**config.mk**
```make
export PLATFORM = sky130hd
export DESIGN_NAME = chiplet_link_if
export DESIGN_NICKNAME = d
export VERILOG_FILES = /design/src/rtl/chiplet_link_if.sv
export SDC_FILE = /design/constraint.sdc
export NUM_CORES = 1
export LEC_CHECK = 0
export BUFFER_PORTS_ARGS = -buffer_cell sky130_fd_sc_hd__buf_2
export CORE_MARGIN = 10
export CORE_UTILIZATION = 50
export CTS_BUF_LIST = sky130_fd_sc_hd__clkbuf_8 sky130_fd_sc_hd__clkbuf_16
export CTS_CLUSTER_SIZE = 24
export DETAILED_ROUTE_END_ITERATION = 10
export PLACE_DENSITY_LB_ADDON = 0.05
export SYNTH_ARGS = -nofsm -noshare
export SYNTH_HDL_FRONTEND = slang
export SYNTH_SLANG_ARGS = --single-unit
```
**constraint.sdc**
```tcl
create_clock -name clk -period 7.5 [get_ports clk]
set_clock_uncertainty 0.05 [all_clocks]
set_input_delay 1.125 -clock clk [delete_from_list [all_inputs] [get_ports clk]]
set_output_delay 1.125 -clock clk [all_outputs]
set_load 0.005 [all_outputs]
```
**src/rtl/chiplet_link_if.sv**
```systemverilog
// chiplet_link_if: link-side adapter for the NMCU.
// Inbound flits are assembled into instruction words and queued in a
// first-word-fall-through FIFO. Outbound, response words are split into flits.
// The RX and TX paths share only clock and reset.
module chiplet_link_if #(
  parameter int FLIT_WIDTH    = 32,
  parameter int INSTR_WIDTH   = 128,
  parameter int RESP_WIDTH    = 64,
  parameter int RX_FIFO_DEPTH = 4
) (
  input  logic                                   clk,
  input  logic                                   rst_n,
  input  logic                                   rx_flit_valid_i,
  input  logic [FLIT_WIDTH-1:0]                  rx_flit_i,
  input  logic                                   rx_flit_last_i,
  output logic                                   rx_flit_ready_o,
  output logic                                   instr_valid_o,
  output logic [INSTR_WIDTH-1:0]                 instr_o,
  input  logic                                   instr_ready_i,
  input  logic                                   resp_valid_i,
  input  logic [RESP_WIDTH-1:0]                  resp_i,
  output logic                                   resp_ready_o,
  output logic                                   tx_flit_valid_o,
  output logic [FLIT_WIDTH-1:0]                  tx_flit_o,
  output logic                                   tx_flit_last_o,
  input  logic                                   tx_flit_ready_i,
  output logic                                   framing_err_o,
  output logic [7:0]                             err_count_o,
  output logic [$clog2(RX_FIFO_DEPTH+1)-1:0]     rx_fifo_count_o
);

  localparam int INSTR_FLITS = INSTR_WIDTH / FLIT_WIDTH;
  localparam int RESP_FLITS  = RESP_WIDTH / FLIT_WIDTH;
  localparam int CNT_W       = (INSTR_FLITS > 1) ? $clog2(INSTR_FLITS) : 1;
  localparam int IDX_W       = (RESP_FLITS > 1) ? $clog2(RESP_FLITS) : 1;
  localparam int PTR_W       = $clog2(RX_FIFO_DEPTH);
  localparam int FCNT_W      = $clog2(RX_FIFO_DEPTH + 1);

  localparam logic [CNT_W-1:0]  CNT_LAST  = CNT_W'(INSTR_FLITS - 1);
  localparam logic [IDX_W-1:0]  IDX_LAST  = IDX_W'(RESP_FLITS - 1);
  localparam logic [PTR_W-1:0]  PTR_LAST  = PTR_W'(RX_FIFO_DEPTH - 1);
  localparam logic [FCNT_W-1:0] FIFO_FULL = FCNT_W'(RX_FIFO_DEPTH);

  typedef enum logic {RX_ASM, RX_DRAIN} rx_state_e;
  typedef enum logic {TX_IDLE, TX_SEND} tx_state_e;

  // ---------------------------------------------------------------------------
  // RX assembly
  // ---------------------------------------------------------------------------
  rx_state_e              rx_state_q, rx_state_d;
  logic [CNT_W-1:0]       cnt_q, cnt_d;
  logic [INSTR_WIDTH-1:0] asm_q, asm_d;
  logic [INSTR_WIDTH-1:0] push_word;
  logic                   err_d, framing_err_q;
  logic [7:0]             err_count_q;
  logic                   rx_hs, fifo_push, fifo_pop;

  logic [INSTR_WIDTH-1:0] mem [RX_FIFO_DEPTH];
  logic [PTR_W-1:0]       wr_ptr_q, rd_ptr_q;
  logic [FCNT_W-1:0]      fifo_count_q, fifo_count_d;

  // The final flit is stalled when the FIFO is full. This decision uses only
  // registered state, so a pop in the same cycle does not free the slot early.
  assign rx_flit_ready_o = !((rx_state_q == RX_ASM) && (cnt_q == CNT_LAST) &&
                             (fifo_count_q == FIFO_FULL));
  assign rx_hs = rx_flit_valid_i && rx_flit_ready_o;

  // The completed word is the assembled lower flits plus the incoming last flit.
  always_comb begin
    push_word = asm_q;
    push_word[CNT_LAST*FLIT_WIDTH +: FLIT_WIDTH] = rx_flit_i;
  end

  // RX next state: store flits, push complete packets, flag framing errors.
  always_comb begin
    // NOTE: every signal gets a default first; otherwise unassigned paths infer latches.
    rx_state_d = rx_state_q;
    cnt_d      = cnt_q;
    asm_d      = asm_q;
    fifo_push  = 1'b0;
    err_d      = 1'b0;
    if (rx_hs) begin
      case (rx_state_q)
        RX_ASM: begin
          if (cnt_q != CNT_LAST) begin
            if (rx_flit_last_i) begin
              cnt_d = '0;
              err_d = 1'b1;
            end else begin
              asm_d[cnt_q*FLIT_WIDTH +: FLIT_WIDTH] = rx_flit_i;
              cnt_d = cnt_q + 1'b1;
            end
          end else begin
            cnt_d = '0;
            if (rx_flit_last_i) begin
              fifo_push = 1'b1;
            end else begin
              err_d      = 1'b1;
              rx_state_d = RX_DRAIN;
            end
          end
        end
        RX_DRAIN: begin
          if (rx_flit_last_i) begin
            cnt_d      = '0;
            rx_state_d = RX_ASM;
          end
        end
        default: rx_state_d = RX_ASM;
      endcase
    end
  end

  // RX state, assembly buffer and error reporting registers.
  always_ff @(posedge clk or negedge rst_n) begin
    // NOTE: state registers use non-blocking assignments so every flop samples pre-edge values.
    if (!rst_n) begin
      rx_state_q    <= RX_ASM;
      cnt_q         <= '0;
      asm_q         <= '0;
      framing_err_q <= 1'b0;
      err_count_q   <= '0;
    end else begin
      rx_state_q    <= rx_state_d;
      cnt_q         <= cnt_d;
      asm_q         <= asm_d;
      framing_err_q <= err_d;
      if (err_d && (err_count_q != 8'hFF)) begin
        err_count_q <= err_count_q + 8'd1;
      end
    end
  end

  assign framing_err_o = framing_err_q;
  assign err_count_o   = err_count_q;

  // ---------------------------------------------------------------------------
  // Instruction FIFO (first-word-fall-through)
  // ---------------------------------------------------------------------------
  assign instr_valid_o   = (fifo_count_q != '0);
  assign fifo_pop        = instr_valid_o && instr_ready_i;
  assign instr_o         = instr_valid_o ? mem[rd_ptr_q] : '0;
  assign rx_fifo_count_o = fifo_count_q;

  // Occupancy: simultaneous push and pop leaves it unchanged.
  always_comb begin
    fifo_count_d = fifo_count_q;
    case ({fifo_push, fifo_pop})
      2'b10:   fifo_count_d = fifo_count_q + 1'b1;
      2'b01:   fifo_count_d = fifo_count_q - 1'b1;
      default: fifo_count_d = fifo_count_q;
    endcase
  end

  // FIFO storage write.
  // NOTE: storage is not reset; the count gates instr_o, so stale entries are never visible.
  always_ff @(posedge clk) begin
    if (fifo_push) begin
      mem[wr_ptr_q] <= push_word;
    end
  end

  // FIFO pointers and occupancy; the pointers wrap explicitly so any depth works.
  always_ff @(posedge clk or negedge rst_n) begin
    if (!rst_n) begin
      wr_ptr_q     <= '0;
      rd_ptr_q     <= '0;
      fifo_count_q <= '0;
    end else begin
      fifo_count_q <= fifo_count_d;
      if (fifo_push) begin
        wr_ptr_q <= (wr_ptr_q == PTR_LAST) ? '0 : wr_ptr_q + 1'b1;
      end
      if (fifo_pop) begin
        rd_ptr_q <= (rd_ptr_q == PTR_LAST) ? '0 : rd_ptr_q + 1'b1;
      end
    end
  end

  // ---------------------------------------------------------------------------
  // TX serializer
  // ---------------------------------------------------------------------------
  tx_state_e             tx_state_q, tx_state_d;
  logic [RESP_WIDTH-1:0] shift_q, shift_d;
  logic [IDX_W-1:0]      idx_q, idx_d;

  assign resp_ready_o    = (tx_state_q == TX_IDLE);
  assign tx_flit_valid_o = (tx_state_q == TX_SEND);
  assign tx_flit_o       = tx_flit_valid_o ? shift_q[FLIT_WIDTH-1:0] : '0;
  assign tx_flit_last_o  = tx_flit_valid_o && (idx_q == IDX_LAST);

  // TX next state: capture a response, then shift out one flit per handshake.
  always_comb begin
    tx_state_d = tx_state_q;
    shift_d    = shift_q;
    idx_d      = idx_q;
    case (tx_state_q)
      TX_IDLE: begin
        if (resp_valid_i) begin
          shift_d    = resp_i;
          idx_d      = '0;
          tx_state_d = TX_SEND;
        end
      end
      TX_SEND: begin
        if (tx_flit_ready_i) begin
          shift_d = shift_q >> FLIT_WIDTH;
          idx_d   = idx_q + 1'b1;
          if (idx_q == IDX_LAST) begin
            tx_state_d = TX_IDLE;
          end
        end
      end
      default: tx_state_d = TX_IDLE;
    endcase
  end

  // TX state and shift register.
  always_ff @(posedge clk or negedge rst_n) begin
    if (!rst_n) begin
      tx_state_q <= TX_IDLE;
      shift_q    <= '0;
      idx_q      <= '0;
    end else begin
      tx_state_q <= tx_state_d;
      shift_q    <= shift_d;
      idx_q      <= idx_d;
    end
  end

endmodule

```
Word level (Yosys, flattened, before mapping)
Memory sizes are Yosys's and may differ from the RTL's.
Index checks and enable logic that the tools add are counted.
- register bits: 213
- RAM bits: 512
- input bits: 103
- output and inout bits: 177
- logic and storage cells: 80
- memories: 1
- memories (memory ; words ; width ; rd ports ; clocked after Yosys merged registers in ; write ports ; line ; source):
    mem ; 4 ; 128 ; 1 ; 0 ; 1 ; 58 ; logic [INSTR_WIDTH-1:0] mem [RX_FIFO_DEPTH];
- add/sub/neg operators: 8
- eq/ne operators: 11
- shifts and indexed selects: 2
- mux-type cells: 32
- bitwise logic cells: 3
- reduce and logical (&&, ||, !) cells: 12
- operators by type and width (cell ; number):
    $bwmux 128 ; 1
    $mux 128 ; 1
    $mux 64 ; 2
    $pmux 64 s2 ; 1
    $shift 32x34->128 const A ; 1
    $shiftx 32x34->128 ; 1
    $neg 7->34 ; 1
    $mux 32 ; 1
    $mux 1 ; 16
    $mux 2 ; 5
    $add 8x1->8 const B ; 1
    $eq 2x2->1 const B ; 4
    $ne 2x2->1 const B ; 4
    $ne 8x8->1 const B ; 1
    $add 2x1->2 const B ; 3
    $logic_and 1x1->1 ; 6
    $pmux 1 s2 ; 3
    $pmux 3 s2 ; 1
    $pmux 2 s2 ; 1
    $reduce_and 2->1 ; 2
    $reduce_and 4->1 ; 1
    $add 3x1->3 const B ; 1
    $eq 3x3->1 const B ; 1
    $not 1->1 ; 3
    other kinds (6) ; 6

Depth between registers and ports, before layout
Gate-level depths: netlist of the first run.
- depth in word-level cells: 8
- depth in mapped cells: 11
- gate-level depth less buffers: 11

Worst setup path after synthesis of the first run
Ideal clock, no wire load.
- path type: input to register
- start point: input rx_flit_valid_i
- end point: memory mem[0][0] (enable)
- setup time: 503 ps
- arrival time: 4312 ps
- data required time: 6947 ps
- slack: 2635 ps
- stages on the path: 2
- cell sequence: and3_4 > and3_1
- cells in the longest elaborated chain, start to end: 4
- RTL lines (element ; line ; source):
    from (decl) ; 13 ; input logic rx_flit_valid_i,
    $logic_and 1x1->1 ; 66 ; assign rx_hs = rx_flit_valid_i && rx_flit_ready_o;
    $mux 1 ; 82 ; if (rx_hs) begin
    $mux 1 ; 158 ; if (fifo_push) begin
    $mux 1 (not written as such) ; 159 ; mem[wr_ptr_q] <= push_word;
    to (decl) ; 58 ;
Every way passes these cells.

Worst setup path after layout of the first run
- start point: register rd_ptr_q[0]
- end point: output instr_o[108]
- cells in the longest elaborated chain, start to end: 2
- RTL lines (element ; line ; source):
    from (decl) ; 59 ; logic [PTR_W-1:0] wr_ptr_q, rd_ptr_q;
    from (signal assigned) ; 175 ; rd_ptr_q <= (rd_ptr_q == PTR_LAST) ? '0 : rd_ptr_q + 1'b1;
    $mem_v2 4x128 ; n/a ;
    $mux 128 ; 142 ; assign instr_o = instr_valid_o ? mem[rd_ptr_q] : '0;
    to (decl) ; 18 ; output logic [INSTR_WIDTH-1:0] instr_o,
Every way passes these cells.

==> flow_summary.yaml, run 1 <==
sta:
  rsz0062_at_grt: "false"
  slew-limit-headroom_pct: 24.20
  setup_tns_ps: 0
  worst_pin_slew_ps: 1137
  setup_viol: 0
  period_needed_ps: 4368
  max_freq_ghz: 0.2289
  timing.final.ws_setup_ps: 3132
  post-route-period-util_pct: 58.24
  slew_violations: 0
  finalHoldViolations: 0
cells_and_area:
  drive_gt1_share_pct: 28.91
  layout_commonest_cell: "edfxtp_1"
  n_fill_cell: 4178
  regArea_sq_um: 19910
  syn_to_final_growth_pct: 16.32
  final_cell_mix: "edfxtp_1, buf_2, nand2_1"
  fin_area_sq_um: 31520
  final_nets: 1992
  multiInputGateArea_sq_um: 6734
clocking:
  cts_tree: "yes"
  numClockSinks: 693
  clk_pin_slew_ps: 60
  clk_latency_ps: 590
  max-clock-path-buffers: 3
  ctsResizeCount: 0
  post-cts-setup-buffers: 0
  root_buffer: "clkbuf_16"
  cts_hold_buf: 0
  h-tree-depth: 3
  cts_buffers: 72
floorplan:
  core_area_sq_um: 53710
  die_h_um: 252.8
  die_width_um: 252.8
  dieArea_sq_um: 63910
  io_pins: 280
  initial_core_util_pct: 50.46
  row_count: 85
global_route:
  grt_max_degree: 113
  overflow: 0
  grt_pass1_vias: 15270
  antenna_found_initial: 8
  grt_pass1_wl_mm: 98.50
  grtUsageTotal_pct: 20.64
logic_synthesis:
  ys_seq_area_share_pct: 73.45
  synth_seq_cells: 693
  yosysWarnings: 0
  postSynthAreaPerCell_sq_um: 17.03
  synth.distinct_cells: 40
  synth.net_count: 1709
  syn_inst: 1591
  mappedNetlistArea_sq_um: 27100
drt:
  drtPass1Iterations: 5
  detail_route.wl_per_cell_um: 24.76
  route.detailed.drc: 0
  drt_iter0_drc: 1039
  via_per_inst: 5.525
  vias: 14520
  drtAntennaViolNets: 0
  routed_wl_mm: 65.07
power_and_ir_drop:
  pwr_density_cell_nw_per_um2: 369.2
  vdd.ir_drop.worst_v: 0.0002799
  leakagePower_uw: 0.01184
place:
  post-dp-hpwl_mm: 39.21
  place_congestion: 0.7935
  pre_cts_ws_ps: 3723
  place_area_sq_um: 29150
  port_buffers: 279
worst_setup_path:
  slowest_delay_ps: 690
  slowest_stage: "dfrtp_4"
  crit_type: "register to primary output"
  reg2reg_from: "cnt_q[0]$_DFFE_PN0P_"
  critPathRequiredTime_ps: 6320
  timing.rr.end: "mem[3][77]$_DFFE_PP_"
  rrSetupSlack_ps: 4170
  critPathCaptureType: "primary output"
  crit_fanout: 112
  path_delay_family: "buffers and inverters"
  crit_buf_inv: 2
  crit_path_start_kind: "register"
  worstPathArrival_ps: 3190
  reg2reg_depth: 5
  crit_chain: "buf_12 > mux4_2 > and2_1 > buf_2"
flow_run:
  drv_cap: 0
hold_path:
  min_from: "shift_q[6]$_DFFE_PN0P_"
  whs_endpoint: "shift_q[6]$_DFFE_PN0P_"
  worstHoldPathCells: 2
  hold_path_class: "register to register"
run_status:
  status: "complete, no violations"
==> synth_stat cells, drive strengths merged <==
| cell type | instances | share of area (%) |
|---|---|---|
| a21o | 1 | 0.028 |
| a21oi | 3 | 0.069 |
| a22o | 33 | 1.1 |
| a22oi | 1 | 0.028 |
| and2 | 163 | 3.8 |
| and3 | 5 | 0.13 |
| buf | 41 | 1.0 |
| clkbuf | 51 | 0.71 |
| dfrtp | 181 | 17 |
| edfxtp | 512 | 57 |
| fa | 1 | 0.074 |
| ha | 14 | 0.65 |
| inv | 13 | 0.18 |
| mux2 | 4 | 0.17 |
| mux2i | 32 | 1.2 |
| mux4 | 128 | 11 |
| nand2 | 237 | 3.3 |
| nand3 | 4 | 0.074 |
| nand4 | 1 | 0.023 |
| nand4bb | 1 | 0.042 |
| nor2 | 7 | 0.097 |
| nor2b | 1 | 0.023 |
| nor3 | 5 | 0.092 |
| nor3b | 5 | 0.19 |
| nor4b | 1 | 0.088 |
| o211ai | 1 | 0.046 |
| o21ai | 132 | 2.4 |
| o22ai | 1 | 0.023 |
| or3 | 1 | 0.023 |
| xnor2 | 3 | 0.097 |
| xor2 | 8 | 0.26 |
==> layout make-up <==
| type | count | share of cell area, % |
|---|---|---|
| Timing Repair Buffer | 301 | 5.025 |
| Clock buffer | 84 | 6.347 |
| Tap cell | 696 | 2.763 |
| Sequential cell | 693 | 63.17 |
| Antenna cell | 2 | 0.01588 |
| Inverter | 13 | 0.1548 |
| Clock inverter | 46 | 1.155 |
| Multi-Input combinational cell | 793 | 21.36 |
==> layer usage <==
metal / routed length [um] / vias up / track usage, %
met3: 3832 / 84 / 4.521
met2: 33060 / 359 / 34.44
met1: 26940 / 7552 / 27.07
met4: 1190 / 6 / 5.609
li1: - / 6518 / -
met5: 46 / - / 0
==> tightest hold or removal path: cells and delay by family (launching register included) <==
kind	cells	cell delay [ps]
and+or+nand+nor	1	40
DFF	1	330
AOI/OAI and AO/OA	1	60
==> sequential cells by signal, indices dropped and copies added, names as in the netlist <==
signal,cells
rx_state_q,1
idx_q,1
rd_ptr_q,2
asm_q,96
err_count_o,8
wr_ptr_q,2
rx_fifo_count_o,3
cnt_q,2
tx_flit_valid_o,1
framing_err_o,1
shift_q,64
mem,512
==> how the worst max path moves through the flow <==
| stage | start | slack, ps | cells past startpoint | end |
|---|---|---|---|---|
| 2_1_floorplan | rx_flit_valid_i | 2640 | 2 | mem[0][0]$_DFFE_PP_ |
| 3_3_place_gp | rd_ptr_q[0]$_DFFE_PN0P_ | 3720 | 4 | instr_o[97] |
| 3_5_place_dp | rd_ptr_q[0]$_DFFE_PN0P_ | 3720 | 4 | instr_o[97] |
| 4_1_cts | rd_ptr_q[0]$_DFFE_PN0P_ | 3100 | 4 | instr_o[97] |
| 5_1_grt | rd_ptr_q[0]$_DFFE_PN0P_ | 2890 | 4 | instr_o[44] |
| 6_report | rd_ptr_q[0]$_DFFE_PN0P_ | 3130 | 4 | instr_o[108] |
==> where the power goes <==
part / total, uW / switching (uW) / internal, uW
Combinational: 3090 / 1570 / 1520
Clock: 3530 / 1430 / 2100
Sequential: 5020 / 406 / 4610
==> stage by stage <==
step           total power, uW  utilization [%]  cells  hold slack [ps]
5_1_grt                  12300            58.69   2628            453.2
2_1_floorplan             6961                -   1591            392.4
4_1_cts                  11850            58.68   2626            427.3
6_report                 11640            58.69   2628            423.5
3_3_place_gp              8252            54.28   2496            403.8
3_5_place_dp              8293            54.28   2496            413.5
==> kinds of logic after synthesis <==
family	after synthesis	share of synthesized area, %
flops	693	73.45
simple gates	431	7.872
compound gates	172	3.698
mux	164	11.99
buf+inv	105	1.916
fa+ha+maj	15	0.7203
xor+xnor	11	0.3556
(Power assumes the default switching activity.)
==> run 2: changes to the inputs <==
==> constraint.sdc (replaced) <==
create_clock -name clk -period 4.35 [get_ports clk]
set_clock_uncertainty 0.05 [all_clocks]
set_input_delay 0.6525 -clock clk [delete_from_list [all_inputs] [get_ports clk]]
set_output_delay 0.6525 -clock clk [all_outputs]
set_load 0.005 [all_outputs]
==> run 2 against run 1 <==
Effect of this change: clock power up 62%; total power up 70%; global-route usage down 0.28 points; cell area up 0.17%; largest power group unchanged.
==> flow_summary.yaml, run 2 (synthesized netlist as in run 1, its figures left out) <==
power_and_ir_drop:
  vdd.ir_drop.worst_v: 0.0003834
  leakagePower_uw: 0.01188
  pwr_density_cell_nw_per_um2: 627.2
drt:
  detail_route.wl_per_cell_um: 24.27
  via_per_inst: 5.505
  routed_wl_mm: 63.97
  drtPass1Iterations: 5
  drt_iter0_drc: 972
  route.detailed.drc: 0
  drtAntennaViolNets: 0
  vias: 14510
global_route:
  overflow: 0
  grt_pass1_wl_mm: 97.59
  grtUsageTotal_pct: 20.36
  antenna_found_initial: 6
  grt_pass1_vias: 15430
  grt_max_degree: 83
place:
  pre_cts_ws_ps: 1552
  post-dp-hpwl_mm: 40.10
  port_buffers: 279
  place_congestion: 0.7961
worst_setup_path:
  timing.rr.end: "rx_fifo_count_o[2]$_DFFE_PN0P_"
  critPathCaptureType: "primary output"
  crit_cells: 4
  crit_type: "register to primary output"
  reg2reg_depth: 11
  slowest_stage: "dfrtp_4"
  rrSetupSlack_ps: 1560
  setup.worst_path.end: "instr_o[54]"
  crit_buf_inv: 2
  worstPathArrival_ps: 2660
  path_delay_family: "flip-flops"
  cp-startpoint: "rd_ptr_q[1]$_DFFE_PN0P_"
  crit_chain: "buf_4 > mux4_2 > and2_1 > buf_2"
  critPathRequiredTime_ps: 3650
  crit_fanout: 44
  slowest_delay_ps: 910
  reg2reg_from: "cnt_q[0]$_DFFE_PN0P_"
  crit_path_start_kind: "register"
sta:
  setup_tns_ps: 0
  period_needed_ps: 3367
  setup_viol: 0
  slew-limit-headroom_pct: 41.89
  finalHoldViolations: 0
  post-route-period-util_pct: 77.40
  rsz0062_at_grt: "false"
  timing.final.ws_setup_ps: 983.3
  slew_violations: 0
  worst_pin_slew_ps: 871.7
  max_freq_ghz: 0.2970
run_status:
  status: "complete, no violations"
floorplan:
  io_pins: 280
  row_count: 85
  dieArea_sq_um: 63910
  die_width_um: 252.8
  core_area_sq_um: 53710
  die_h_um: 252.8
  initial_core_util_pct: 50.46
clocking:
  root_buffer: "clkbuf_16"
  ctsResizeCount: 0
  clk_pin_slew_ps: 60
  cts_hold_buf: 0
  clk_latency_ps: 590
  cts_tree: "yes"
  numClockSinks: 693
  post-cts-setup-buffers: 0
  max-clock-path-buffers: 3
  cts_buffers: 71
  h-tree-depth: 3
hold_path:
  hold_path_class: "primary input to asynchronous set/reset pin"
cells_and_area:
  layout_commonest_cell: "edfxtp_1"
  final_cell_mix: "edfxtp_1, buf_2, nand2_1"
  syn_to_final_growth_pct: 16.51
  final_nets: 2002
  n_fill_cell: 4157
  largestRegisters: "mem: 512 flops, asm_q: 96 flops, shift_q: 64 flops"
  drive_gt1_share_pct: 28.84
  largest_reg_flops: 512
  largest_register: "mem"
flow_run:
  drv_cap: 0
==> run 2: cell types whose count changed in the layout (fill, tap and decap cells not counted), moves of 3 or more <==
cell,before,now
clkinv_1,12,9
inv_1,26,36
clkbuf_8,9,4
buf_12,1,13
inv_6,3,0
==> run 2: area by class of cell <==
type	count	area (sq um)	share of cell area [%]
diodes	2	5.005	0.01585
clock buffers	76	1868	5.917
clock inverters	51	322.8	1.022
inverters	13	48.80	0.1546
multi-input cells	793	6729	21.31
flip-flops and latches	693	19910	63.07
well taps	696	870.8	2.758
repair buffers	312	1815	5.750
==> run 2: layer usage <==
layer / wire, um / vias to the layer above / GRT usage, %
met4: 1559 / 8 / 6.538
met3: 3701 / 94 / 4.542
met5: 70 / - / 0
li1: - / 6534 / -
met2: 31880 / 362 / 33.57
met1: 26750 / 7514 / 26.61
==> run 2: how the worst min path moves through the flow <==
| stage | start | end | slack (ps) |
|---|---|---|---|
| 3_5_place_dp | shift_q[6]$_DFFE_PN0P_ | shift_q[6]$_DFFE_PN0P_ | 410 |
| 6_report | rst_n | asm_q[70]$_DFFE_PN0P_ | 80 |
| 2_1_floorplan | rst_n | asm_q[0]$_DFFE_PN0P_ | 310 |
| 5_1_grt | rst_n | asm_q[70]$_DFFE_PN0P_ | 130 |
| 4_1_cts | rst_n | asm_q[70]$_DFFE_PN0P_ | 110 |
| 3_3_place_gp | shift_q[7]$_DFFE_PN0P_ | shift_q[7]$_DFFE_PN0P_ | 410 |
==> run 2: through the flow <==
stage / instance area (sq um) / total power (uW) / std cells / hold WS [ps] / utilization, %
6_report: 31570 / 19800 / 2636 / 80.31 / 58.79
5_1_grt: 31570 / 20940 / 2636 / 127.4 / 58.79
4_1_cts: 31570 / 20140 / 2634 / 115.0 / 58.78
3_5_place_dp: 29380 / 14390 / 2507 / 412.6 / 54.70
3_3_place_gp: 29380 / 14310 / 2507 / 405.7 / 54.70
2_1_floorplan: 27100 / 12000 / 1591 / 306.9 / -
==> run 2: worst register-to-register path, stage by stage, from the launching register on <==
cell	delay, ps
dfrtp_1	530
ha_1	390
nand4bb_1	230
and3_4	270
and2_4	170
inv_1	50
ha_1	180
inv_1	60
fa_1	370
xor2_1	150
nor2_1	110
xor2_1	150
==> run 2: where the power goes <==
part           internal [uW]  switching [uW]
clock network           3320            2410
logic                   2690            2770
registers               7950             664
total                  14000            5850
==> run 3: changes to the inputs <==
--- a/config.mk
+++ b/config.mk
@@ -5,6 +5,7 @@
 export SDC_FILE = /design/constraint.sdc
 export NUM_CORES = 1
 export LEC_CHECK = 0
+export ABC_AREA = 1
 export BUFFER_PORTS_ARGS = -buffer_cell sky130_fd_sc_hd__buf_2
 export CORE_MARGIN = 10
 export CORE_UTILIZATION = 50
==> constraint.sdc (replaced) <==
create_clock -name clk -period 3 [get_ports clk]
set_clock_uncertainty 0.05 [all_clocks]
set_input_delay 0.45 -clock clk [delete_from_list [all_inputs] [get_ports clk]]
set_output_delay 0.45 -clock clk [all_outputs]
set_load 0.005 [all_outputs]
==> run 3 against run 2 <==
Effect of this change: cell area is 5.3% higher; final cell count is 35% higher; sequential share of layout area is 3.2 points lower; synthesized area is 5.2% higher; die area is 4.8% higher; total power is 70% higher; sequential power is 60% higher; via count is 35% higher; combinational power is 110% higher; routed wire length is 23% higher; largest cell class unchanged.
==> flow_summary.yaml, run 3 <==
logic_synthesis:
  postSynthAreaPerCell_sq_um: 11.39
  ys_seq_area_share_pct: 69.82
  synth_common_cells: "nor2_1, edfxtp_1, o21ai_0, nand2_1, dfrtp_1"
  mappedNetlistArea_sq_um: 28510
  yosys.cell_count.top_type: "nor2_1"
  synth.net_count: 2621
  yosysTopAreaCell: "edfxtp_1"
  synth.top_cell.area_share_pct: 53.93
  synth_seq_cells: 693
  yosysWarnings: 0
  synth_edf_count: 512
  synth.distinct_cells: 31
  synth_area_leaders: "edfxtp_1, dfrtp_1, nor2_1, o21ai_0, nand2_1"
  synthFlopType: "edfxtp_1"
  synthArstFlopShare_pct: 26.12
  syn_inst: 2503
clocking:
  cts_buffers: 73
  cts_tree: "yes"
  clk_latency_ps: 610
  root_buffer: "clkbuf_16"
  post-cts-setup-buffers: 0
  max-clock-path-buffers: 3
  clk_pin_slew_ps: 60
  numClockSinks: 693
  h-tree-depth: 3
worst_setup_path:
  crit_fanout: 45
  cp-startpoint: "rd_ptr_q[0]$_DFFE_PN0P_"
  slowest_stage: "dfrtp_4"
  slowest_delay_ps: 610
  crit_type: "register to primary output"
  setup.worst_path.end: "instr_o[2]"
  worstPathArrival_ps: 2450
  crit_cells: 5
  reg2reg_depth: 6
  crit_chain: "inv_8 > buf_16 > o21ai_0 > a21oi_1 > buf_2"
  critPathRequiredTime_ps: 2500
  timing.rr.end: "mem[3][40]$_DFFE_PP_"
  rrSetupSlack_ps: 450
  critPathCaptureType: "primary output"
  reg2reg_from: "cnt_q[1]$_DFFE_PN0P_"
  crit_path_start_kind: "register"
  path_delay_family: "buffers and inverters"
  crit_buf_inv: 3
global_route:
  busiest_layer: "met2"
  antenna_found_initial: 2
  grtUsageMet1_pct: 30.70
  grt_use_met2_pct: 35.39
  grt_pass1_vias: 19170
  overflow: 0
  met3_usage_pct: 6.453
  grtUsageTotal_pct: 22.88
  grt_max_degree: 131
  grt_pass1_wl_mm: 117.2
floorplan:
  row_count: 87
  core_area_sq_um: 56390
  initial_core_util_pct: 50.56
  io_pins: 280
  die_h_um: 258.8
  die_width_um: 258.8
  dieArea_sq_um: 66960
cells_and_area:
  layout_commonest_cell: "nor2_1"
  drive_gt1_share_pct: 19.50
  n_fill_cell: 4756
  largest_reg_flops: 512
  fin_area_sq_um: 33250
  multiInputGateArea_sq_um: 7488
  largestRegisters: "mem: 512 flops, asm_q: 96 flops, shift_q: 64 flops"
  final_cell_mix: "nor2_1, edfxtp_1, buf_2"
  final_nets: 2865
  largest_register: "mem"
  regArea_sq_um: 19910
  syn_to_final_growth_pct: 16.64
sta:
  worst_pin_slew_ps: 658.6
  setup_viol: 0
  post-route-period-util_pct: 98.28
  rsz0062_at_grt: "true"
  hold_ws_ps: 28.23
  period_needed_ps: 2948
  slew_violations: 0
  max_freq_ghz: 0.3392
  slew-limit-headroom_pct: 56.09
  finalHoldViolations: 0
drt:
  drt_iter0_drc: 1553
  vias: 19620
  routed_wl_mm: 78.95
  detail_route.wl_per_cell_um: 22.16
  route.detailed.drc: 0
  drtPass1Iterations: 5
  via_per_inst: 5.509
  drtAntennaViolNets: 0
place:
  place_congestion: 0.8173
  post-dp-hpwl_mm: 46.94
  place_area_sq_um: 30750
  port_buffers: 279
run_status:
  status: "complete, no violations"
power_and_ir_drop:
  leakagePower_uw: 0.01284
  vdd.ir_drop.worst_v: 0.0008192
  pwr_density_cell_nw_per_um2: 1011
hold_path:
  hold_path_class: "primary input to register"
flow_run:
  drv_cap: 0
## run 3: worst min path at each step
stage	from	endpoint	slack, ps	cells past startpoint
final	resp_i[33]	shift_q[33]$_DFFE_PN0P_	30	3
after CTS	resp_i[33]	shift_q[33]$_DFFE_PN0P_	2	3
after floorplan	rst_n	asm_q[0]$_DFFE_PN0P_	100	0
after global routing	resp_i[62]	shift_q[62]$_DFFE_PN0P_	20	3
after detailed placement	shift_q[40]$_DFFE_PN0P_	shift_q[40]$_DFFE_PN0P_	440	2
after global placement	shift_q[63]$_DFFE_PN0P_	shift_q[63]$_DFFE_PN0P_	430	2
## run 3: worst min-delay path: stages
cell and delay (ps):
buf_2 80, nand3_1 60, nand2_1 60
## run 3: metal layers
layer / up-vias / share of wire [%]
met5: - / 0
met2: 648 / 47
met3: 117 / 8.0
met1: 9674 / 42
li1: 9184 / -
met4: 0 / 2.7
## run 3: where the power goes
part	switching [uW]	internal [uW]	leakage, uW
Clock	3660	5010	0.00121
Combinational	7150	4020	0.00479
Sequential	1480	12300	0.00684
Total	12300	21300	0.0128
## run 3: cells by family after synthesis
| logic type | after synthesis | synth area share [%] |
|---|---|---|
| xor+xnor | 4 | 0.1229 |
| fa+ha+maj | 15 | 0.6847 |
| simple gates | 1028 | 14.82 |
| compound gates | 521 | 10.40 |
| flops | 693 | 69.82 |
| buf+inv | 242 | 4.156 |
## run 3: through the flow
step | setup slack (ps) | TNS (ps) | power (uW) | utilization, % | cells
6_report | 51.72 | 0 | 33600 | 58.97 | 3562
5_1_grt | -11.16 | -11.16 | 35720 | 58.96 | 3561
4_1_cts | -0.7616 | -0.7616 | 33620 | 58.69 | 3557
3_5_place_dp | 469.3 | 0 | 24900 | 54.54 | 3421
3_3_place_gp | 507.2 | 0 | 24710 | 54.54 | 3421
2_1_floorplan | -737.9 | -370620 | 20010 | - | 2503
## run 3: cell type report
cell class                      instances  share of cell area [%]
Antenna cell                            1                0.007526
Clock buffer                           79                   5.878
Tap cell                              756                   2.845
Sequential cell                       693                   59.89
Inverter                               70                  0.8354
Multi-Input combinational cell       1568                   22.52
Clock inverter                         54                   1.012
Timing Repair Buffer                  341                   7.010
## run 3: repair_timing
item	CTS	global route
endpoints found under the setup margin	7	69
endpoints found under the hold margin	64	0
gates resized for setup	4	12
hold buffers	3	0
cloned	0	4
